[config.mk]
export PLATFORM = sky130hd
export DESIGN_NAME = fp_div_sqrt_result_conv_flat
export DESIGN_NICKNAME = d
export VERILOG_FILES = /design/src/rtl/fp_div_sqrt_result_conv_if.sv /design/src/rtl/fp_div_sqrt_result_conv.sv /design/src/flat_wrapper.sv
export SDC_FILE = /design/constraint.sdc
export NUM_CORES = 1
export LEC_CHECK = 0
export ABC_AREA = 1
export ABC_CLOCK_PERIOD_IN_PS = 1250
export CAP_MARGIN = 40
export CORE_MARGIN = 2
export CORE_UTILIZATION = 30
export CTS_CLUSTER_SIZE = 30
export DETAILED_ROUTE_END_ITERATION = 12
export PLACE_DENSITY = 0.56
export SYNTH_ARGS = -nofsm -noshare
export SYNTH_HDL_FRONTEND = slang
export SYNTH_SLANG_ARGS = --single-unit
[constraint.sdc]
create_clock -name clk_i -period 1.25 [get_ports clk_i]
set_clock_uncertainty 0.1 [all_clocks]
set_input_delay 0.1875 -clock clk_i [delete_from_list [all_inputs] [get_ports clk_i]]
set_output_delay 0.1875 -clock clk_i [all_outputs]
set_load 0.02 [all_outputs]
[src/rtl/fp_div_sqrt_result_conv_if.sv]
// Handshake bundle between the divide/sqrt unit, the result converter
// and writeback: flopoco results in, IEEE-754 results with flags out.
interface fp_div_sqrt_result_conv_if #(
    parameter int ID_WIDTH = 3
);
    logic                in_done;
    logic [ID_WIDTH-1:0] in_id;
    logic [33:0]         in_rd;
    logic                in_ack;
    logic                out_valid;
    logic [ID_WIDTH-1:0] out_id;
    logic [31:0]         out_rd;
    logic [4:0]          out_fflags;
    logic                out_ack;

    // Producer/consumer side: drives the flopoco result and the writeback ack.
    modport master (
        output in_done, in_id, in_rd, out_ack,
        input  in_ack, out_valid, out_id, out_rd, out_fflags
    );

    // Converter side: accepts results and presents the converted head entry.
    modport slave (
        input  in_done, in_id, in_rd, out_ack,
        output in_ack, out_valid, out_id, out_rd, out_fflags
    );
endinterface

[src/rtl/fp_div_sqrt_result_conv.sv]
// Converts flopoco results from the divide/sqrt unit into IEEE-754 singles
// with exception flags and buffers them in a small FIFO so the pipeline is
// not stalled by writeback arbitration. Conversion happens at push time, so
// the outputs come straight from storage with no input-to-output path.
module fp_div_sqrt_result_conv #(
    parameter int DEPTH    = 2,
    parameter int ID_WIDTH = 3
) (
    input  logic                    clk_i,
    input  logic                    rst_ni,
    input  logic                    flush_i,
    output logic [$clog2(DEPTH):0]  count_o,
    fp_div_sqrt_result_conv_if.slave bus
);

    localparam int PTR_W = $clog2(DEPTH);
    localparam int CNT_W = $clog2(DEPTH) + 1;

    logic [PTR_W-1:0]    wrPtr_q, wrPtr_d;
    logic [PTR_W-1:0]    rdPtr_q, rdPtr_d;
    logic [CNT_W-1:0]    count_q, count_d;
    logic [ID_WIDTH-1:0] idMem_q   [DEPTH];
    logic [31:0]         dataMem_q [DEPTH];
    logic [4:0]          flagMem_q [DEPTH];

    logic                inAck;
    logic                outValid;
    logic                push;
    logic                pop;
    logic [31:0]         convRd;
    logic [4:0]          convFlags;
    logic                inSign;
    logic [7:0]          inExp;

    assign inSign   = bus.in_rd[31];
    assign inExp    = bus.in_rd[30:23];

    // A full FIFO may still accept when writeback frees the head this cycle.
    assign inAck    = !flush_i && ((count_q < CNT_W'(DEPTH)) || bus.out_ack);
    assign outValid = (count_q != '0);
    assign push     = bus.in_done && inAck;
    assign pop      = outValid && bus.out_ack;

    assign bus.in_ack     = inAck;
    assign bus.out_valid  = outValid;
    assign bus.out_id     = idMem_q[rdPtr_q];
    assign bus.out_rd     = dataMem_q[rdPtr_q];
    assign bus.out_fflags = flagMem_q[rdPtr_q];
    assign count_o        = count_q;

    // Flopoco-to-IEEE conversion; subnormal-range results flush to zero and
    // exponent 255 overflows to infinity, NaNs become the canonical quiet NaN.
    always_comb begin
        convRd    = 32'h0;
        convFlags = 5'b00000;
        case (bus.in_rd[33:32])
            2'b00: convRd = {inSign, 31'b0};
            2'b01: begin
                if (inExp == 8'h00) begin
                    convRd    = {inSign, 31'b0};
                    convFlags = 5'b00011;
                end else if (inExp == 8'hFF) begin
                    convRd    = {inSign, 8'hFF, 23'b0};
                    convFlags = 5'b00101;
                end else begin
                    convRd    = {inSign, bus.in_rd[30:0]};
                end
            end
            2'b10: convRd = {inSign, 8'hFF, 23'b0};
            default: convRd = 32'h7FC00000;
        endcase
    end

    // Pointer and occupancy next-state; flush wins over any push or pop.
    always_comb begin
        wrPtr_d = wrPtr_q;
        rdPtr_d = rdPtr_q;
        count_d = count_q;
        if (flush_i) begin
            wrPtr_d = '0;
            rdPtr_d = '0;
            count_d = '0;
        end else begin
            if (push) wrPtr_d = wrPtr_q + PTR_W'(1);
            if (pop)  rdPtr_d = rdPtr_q + PTR_W'(1);
            case ({push, pop})
                2'b10:   count_d = count_q + CNT_W'(1);
                2'b01:   count_d = count_q - CNT_W'(1);
                default: count_d = count_q;
            endcase
        end
    end

    // Control state register.
    always_ff @(posedge clk_i or negedge rst_ni) begin
        if (!rst_ni) begin
            wrPtr_q <= '0;
            rdPtr_q <= '0;
            count_q <= '0;
        end else begin
            wrPtr_q <= wrPtr_d;
            rdPtr_q <= rdPtr_d;
            count_q <= count_d;
        end
    end

    // Entry storage, written with the already-converted result on push.
    always_ff @(posedge clk_i or negedge rst_ni) begin
        if (!rst_ni) begin
            for (int i = 0; i < DEPTH; i++) begin
                idMem_q[i]   <= '0;
                dataMem_q[i] <= '0;
                flagMem_q[i] <= '0;
            end
        end else if (push) begin
            idMem_q[wrPtr_q]   <= bus.in_id;
            dataMem_q[wrPtr_q] <= convRd;
            flagMem_q[wrPtr_q] <= convFlags;
        end
    end

endmodule

[src/flat_wrapper.sv]
// flat-port wrapper written by rule: the top's interface ports become plain ports
module fp_div_sqrt_result_conv_flat 
#(
    parameter int DEPTH    = 2,
    parameter int ID_WIDTH = 3
)
  (clk_i, rst_ni, flush_i, count_o, bus_in_done, bus_in_id, bus_in_rd, bus_out_ack, bus_in_ack, bus_out_valid, bus_out_id, bus_out_rd, bus_out_fflags);
  fp_div_sqrt_result_conv_if #(.ID_WIDTH(ID_WIDTH)) bus_i ();
  input  logic clk_i;
  input  logic rst_ni;
  input  logic flush_i;
  output logic [$clog2(DEPTH):0] count_o;
  input wire logic [$bits(bus_i.in_done)-1:0] bus_in_done;
  input wire logic [$bits(bus_i.in_id)-1:0] bus_in_id;
  input wire logic [$bits(bus_i.in_rd)-1:0] bus_in_rd;
  input wire logic [$bits(bus_i.out_ack)-1:0] bus_out_ack;
  output wire logic [$bits(bus_i.in_ack)-1:0] bus_in_ack;
  output wire logic [$bits(bus_i.out_valid)-1:0] bus_out_valid;
  output wire logic [$bits(bus_i.out_id)-1:0] bus_out_id;
  output wire logic [$bits(bus_i.out_rd)-1:0] bus_out_rd;
  output wire logic [$bits(bus_i.out_fflags)-1:0] bus_out_fflags;
  assign bus_i.in_done = bus_in_done;
  assign bus_i.in_id = bus_in_id;
  assign bus_i.in_rd = bus_in_rd;
  assign bus_i.out_ack = bus_out_ack;
  assign bus_in_ack = bus_i.in_ack;
  assign bus_out_valid = bus_i.out_valid;
  assign bus_out_id = bus_i.out_id;
  assign bus_out_rd = bus_i.out_rd;
  assign bus_out_fflags = bus_i.out_fflags;
  fp_div_sqrt_result_conv #(.DEPTH(DEPTH), .ID_WIDTH(ID_WIDTH)) u_core (.clk_i(clk_i), .rst_ni(rst_ni), .flush_i(flush_i), .count_o(count_o), .bus(bus_i));
endmodule
# Yosys cells after proc, flatten, opt, wreduce, memory -nomap -nowiden

Cells that the tools add are included.
Widths: inputs -> output; s select.

Add/sub/neg operators: 4
$lt $le $gt $ge: 4
Equality and inequality tests: 5
Multiplexer cells: 30
Bitwise logic cells: 2
Reductions and logical operators: 12

Operator list:

| cell                | count |
|---|---|
| $mux 32             | 4 |
| $pmux 32 s3         | 1 |
| $bwmux 64           | 1 |
| $mux 31             | 2 |
| $demux 32 s1        | 1 |
| $mux 5              | 6 |
| $mux 3              | 5 |
| $bwmux 10           | 1 |
| $eq 8x8->1 const B  | 1 |
| $logic_not 8->1     | 1 |
| $bwmux 6            | 1 |
| $reduce_bool 2->1   | 3 |
| $demux 5 s1         | 1 |
| $eq 2x1->1 const B  | 2 |
| $eq 2x2->1 const B  | 2 |
| $ge 2x2->1 const B  | 2 |
| $logic_and 1x1->1   | 4 |
| $mux 1              | 4 |
| $not 1->2           | 2 |
| $pmux 2 s2          | 1 |
| $demux 3 s1         | 1 |
| $reduce_bool 3->1   | 1 |
| $add 1x1->1 const B | 2 |
| $add 2x1->2 const B | 1 |
| 7 further kinds     | 7 |

Register bits: 84
Input port bits: 42
Output and inout port bits: 44
Logic and storage cells: 66

# Longest topological paths before layout

Depth after elaboration: 7
Depth in mapped cells: 9
Gate-level depth less buffers: 8

# Least setup slack after synthesis

Ideal clock, no wire load.

Path kind: flip-flop to flip-flop
From: reg u_core.count_q[1], in the netlist u_core.count_o[1]
To: reg u_core.dataMem_q[0] (netlist bit)
Data arrival time: 1.336 ns
Required time: 1.022 ns
Path slack: -0.314 ns
Cell stages (with the launch flop): 6
Path buffers: 1
Clock period less this slack: 1.564 ns
Cells stage by stage: dfrtp_1 a21oi_2 nand3_2 buf_2 nand2_1 o21ai_0

Cells in the longest elaborated chain, start to end: 4

Ends and longest elaborated chain:

| what                            | RTL line                       | text |
|---|---|---|
| from (decl)                     | fp_div_sqrt_result_conv.sv:21  | `logic [CNT_W-1:0] count_q, count_d;` |
| from (signal assigned)          | fp_div_sqrt_result_conv.sv:103 | `count_q <= count_d;` |
| $lt 2x2->1                      | fp_div_sqrt_result_conv.sv:39  | `assign inAck = !flush_i && ((count_q < CNT_W'(DEPTH)) \|\| bus.out_ack);` |
| $logic_or 1x1->1                | fp_div_sqrt_result_conv.sv:39  |  |
| $logic_and 1x1->1               | fp_div_sqrt_result_conv.sv:39  |  |
| net bus_in_ack                  | flat_wrapper.sv:17             | `output wire logic [$bits(bus_i.in_ack)-1:0] bus_in_ack;` |
| $logic_and 1x1->1               | fp_div_sqrt_result_conv.sv:41  | `assign push = bus.in_done && inAck;` |
| to (signal, indexed assignment) | fp_div_sqrt_result_conv.sv:117 | `dataMem_q[wrPtr_q] <= convRd;` |
| to (decl)                       | fp_div_sqrt_result_conv.sv:23  | `logic [31:0] dataMem_q [DEPTH];` |

The timed path passes the listed nets, and every way through them passes these cells.
A chain may end at the register's enable or synchronous reset.

# Final worst setup path

From: reg u_core.rdPtr_q
To: out bus_out_rd[13]

Cells in the longest elaborated chain, start to end: 4

Ends and longest elaborated chain:

| what                                       | RTL line                       | text |
|---|---|---|
| from (decl)                                | fp_div_sqrt_result_conv.sv:20  | `logic [PTR_W-1:0] rdPtr_q, rdPtr_d;` |
| from (signal assigned)                     | fp_div_sqrt_result_conv.sv:102 | `rdPtr_q <= rdPtr_d;` |
| $not 1->2 (not written as such)            | fp_div_sqrt_result_conv.sv:47  | `assign bus.out_rd = dataMem_q[rdPtr_q];` |
| $mux 32 (not written as such) (3 in a row) | fp_div_sqrt_result_conv.sv:47  |  |
| to (decl)                                  | flat_wrapper.sv:20             | `output wire logic [$bits(bus_i.out_rd)-1:0] bus_out_rd;` |

Every way passes these cells. The select of a mux whose other input is x is not followed.

==> flow_summary.ini <==
[timing]
max_slew_margin_pct = 64.98
fin_tns_setup_ns = -34.60
fmaxAchievable_mhz = 594.5
hold_viol = 0
final_critical_path_setup_slack_ns = -0.4320
period_share_pct = 134.6
tightest_slew_ns = 0.5198
timing.final.max_slew_violations = 0
hold-worst-slack_ns = 0.2119
report.final.setup_viol = 121
timing.final.crit_period_ns = 1.682
unrepaired_setup_endpoints_after_global_routing = true

[die]
initial_standard_cell_utilization_of_the_core_pct = 31.06
floorplan.die.width_um = 118.8
row_count = 41
i_o_pin_count = 86
core_region_area_mm2 = 0.01272
fp.dieArea_mm2 = 0.01411
dieHeight_um = 118.8

[yosys]
yosysSeqAreaShare_pct = 50.66
post_synth_num_cell_types = 22
yosys_register_bits = 80
synthesis.area_per_instance_um2 = 7.613
netlist_instances = 519
ys_warn_count = 0
netlist_area_mm2 = 0.003951

[routing]
remaining_drc_errors = 0
first_drt_iteration_drcs = 252
final_antenna_net_count = 0
dr_total_vias = 4071
total_routed_wirelength_um = 14600
first_pass_iters = 5
vias_per_cell = 4.818
routed_wire_length_per_instance_um = 17.28

[critical_path]
critical_path.top_delay_family = buffers and inverters
worstPathCellList = buf_12, clkinv_8, buf_12, nand2_1, nand2_2, buf_6
slowest_stage = dfrtp_2
worst-setup-path-type = flip-flop to output port
worstPathMaxFanout = 8
critical-path-max-stage-delay_ns = 0.43
end_kind = output port
critical_path_required_ns = 0.96
worstSetupStartpointType = flip-flop
crit_path_most_repeated_cell = buf_12
cp_data_arrival_time_ns = 1.39
worst_path_bufs_invs = 4

[finish]
fillCellCount = 1032
final_layout_size_suffix_gt1_share_pct = 55.42
syn2layout_area_growth_pct = 95.00
layout_commonest_cell = nand2_1
layout.cells.most_common_list = nand2_1, nand2_2, dfrtp_1
layout_net_count = 710
antenna-diode-count = 0

[worst_hold_path]
worst_hold_path_type = input port to async pin

[clock_tree]
cts_buffers = 9
cts_num_sinks = 80
number_of_h_tree_levels = 3
clkTransAtPathRegs_ns = 0.07
tritoncts = built
cts-root-to-sink-buffers = 2
cts_root_buffer = clkbuf_16
skew_pair_late_insertion_delay_ns = 0.34

[job]
max_cap_viol_count = 0

[placed_design]
port_buffers = 83
gp_congestion = 0.7849
post-dp-hpwl_um = 7384
dp_slack_ns = -0.5639

[status]
status = finished, violations left
failing_checks = setup timing

[pwr]
cellPowerDensity_mw_per_mm2 = 1311
vdd.ir_drop.worst_v = 0.0007337
total_leakage_power_uw = 0.003601
fin_total_pwr_uw = 10100

[global_route]
grt.total_usage_pct = 20.85
grt_max_degree = 35
grt_pass1_wl_um = 23090
grt_pass1_vias = 4395
number_of_antenna_violations_at_the_first_check_in_global_routing = 0
grt.overflow.total = 0
cells by family after synthesis:
kind of cell,after synthesis,share of synthesized area [%]
compound gates,89,11.46
simple gates,278,29.32
buf+inv,71,8.455
other cells,1,0.09491
flops,80,50.66
cell usage after synthesis:
cell / instances / share of area (%)
nand2_2: 1 / 0.16
nand3_2: 2 / 0.51
nor2_4: 1 / 0.28
nand2_1: 230 / 22
nand3_1: 13 / 1.6
o21ai_0: 51 / 6.5
nor2_1: 10 / 0.95
buf_4: 6 / 1.1
inv_2: 5 / 0.48
inv_1: 35 / 3.3
a21oi_2: 1 / 0.22
clkbuf_1: 9 / 0.85
conb_1: 1 / 0.095
a21oi_1: 1 / 0.13
buf_6: 4 / 1.1
o21ai_2: 1 / 0.22
nand3b_1: 19 / 3.6
o21ai_1: 35 / 4.4
buf_2: 12 / 1.5
and2_1: 1 / 0.16
nand4_1: 1 / 0.16
dfrtp_1: 80 / 51
report_power, final:
group          internal, uW  leakage [uW]  switching [uW]
sequential             3030       0.00105             366
combinational          1900       0.00240            1870
clock                  1770      0.000157            1160
total                  6700       0.00360            3400
layout make-up:
cell class	count	area, um^2	share of cell area [%]
Multi-Input combinational cell	369	2696	35.00
Timing Repair Buffer	167	2226	28.89
Sequential cell	80	2006	26.03
Clock buffer	9	225.2	2.923
Inverter	40	217.7	2.826
Tap cell	172	215.2	2.793
Clock inverter	7	102.6	1.332
Timing Repair inverter	1	16.27	0.2111
sequential cells by signal, summed over array words and instances (netlist names):
signal            cells
u_core.idMem_q        6
u_core.flagMem_q      6
u_core.wrPtr_q        1
u_core.count_o        2
u_core.dataMem_q     64
u_core.rdPtr_q        1
stage by stage:
stage / utilization [%] / area [um^2] / instances
2_1_floorplan: - / 4098 / 520
3_3_place_gp: 42.05 / 5350 / 784
3_5_place_dp: 42.05 / 5350 / 784
4_1_cts: 56.27 / 7159 / 845
5_1_grt: 60.56 / 7705 / 845
6_report: 60.56 / 7705 / 845
final timing paths:
path,start,end,slack (ns),depth (start not counted)
min reg2reg,u_core.dataMem_q[34],u_core.dataMem_q[34],0.39,2
max reg2reg,u_core.count_o[1],u_core.dataMem_q[18],-0.35,7
min in group clk_i,bus_out_ack,u_core.rdPtr_q,0.37,4
max,u_core.rdPtr_q,bus_out_rd[13],-0.43,6
min,rst_ni,u_core.flagMem_q[6],0.21,2
max in group asynchronous,rst_ni,u_core.dataMem_q[28],0.30,3
metal layers:
layer / vias to the layer above / wire [um] / GRT usage (%)
met2: 103 / 7500 / 35.31
met1: 2005 / 6238 / 27.16
met4: 0 / 199 / 7.366
li1: 1949 / - / -
met3: 14 / 662 / 2.896
met5: - / 0 / 0
what timing repair did:
item	in CTS	in global routing
gates cloned	23	1
gates resized for setup	466	153
pin swaps	35	42
endpoints found under the setup margin	122	121
buffers inserted	24	6
endpoints found under the hold margin	22	0
hold buffers	1	0
worst reg2reg max path, stage by stage, from the launching register on:
cell     delay [ns]
dfrtp_2        0.45
a21oi_4        0.15
buf_6          0.12
nand3_4        0.17
buf_12         0.22
buf_16         0.15
nand2_4        0.07
o21ai_4        0.06
No activity file was read; power rests on OpenSTA's default activity.
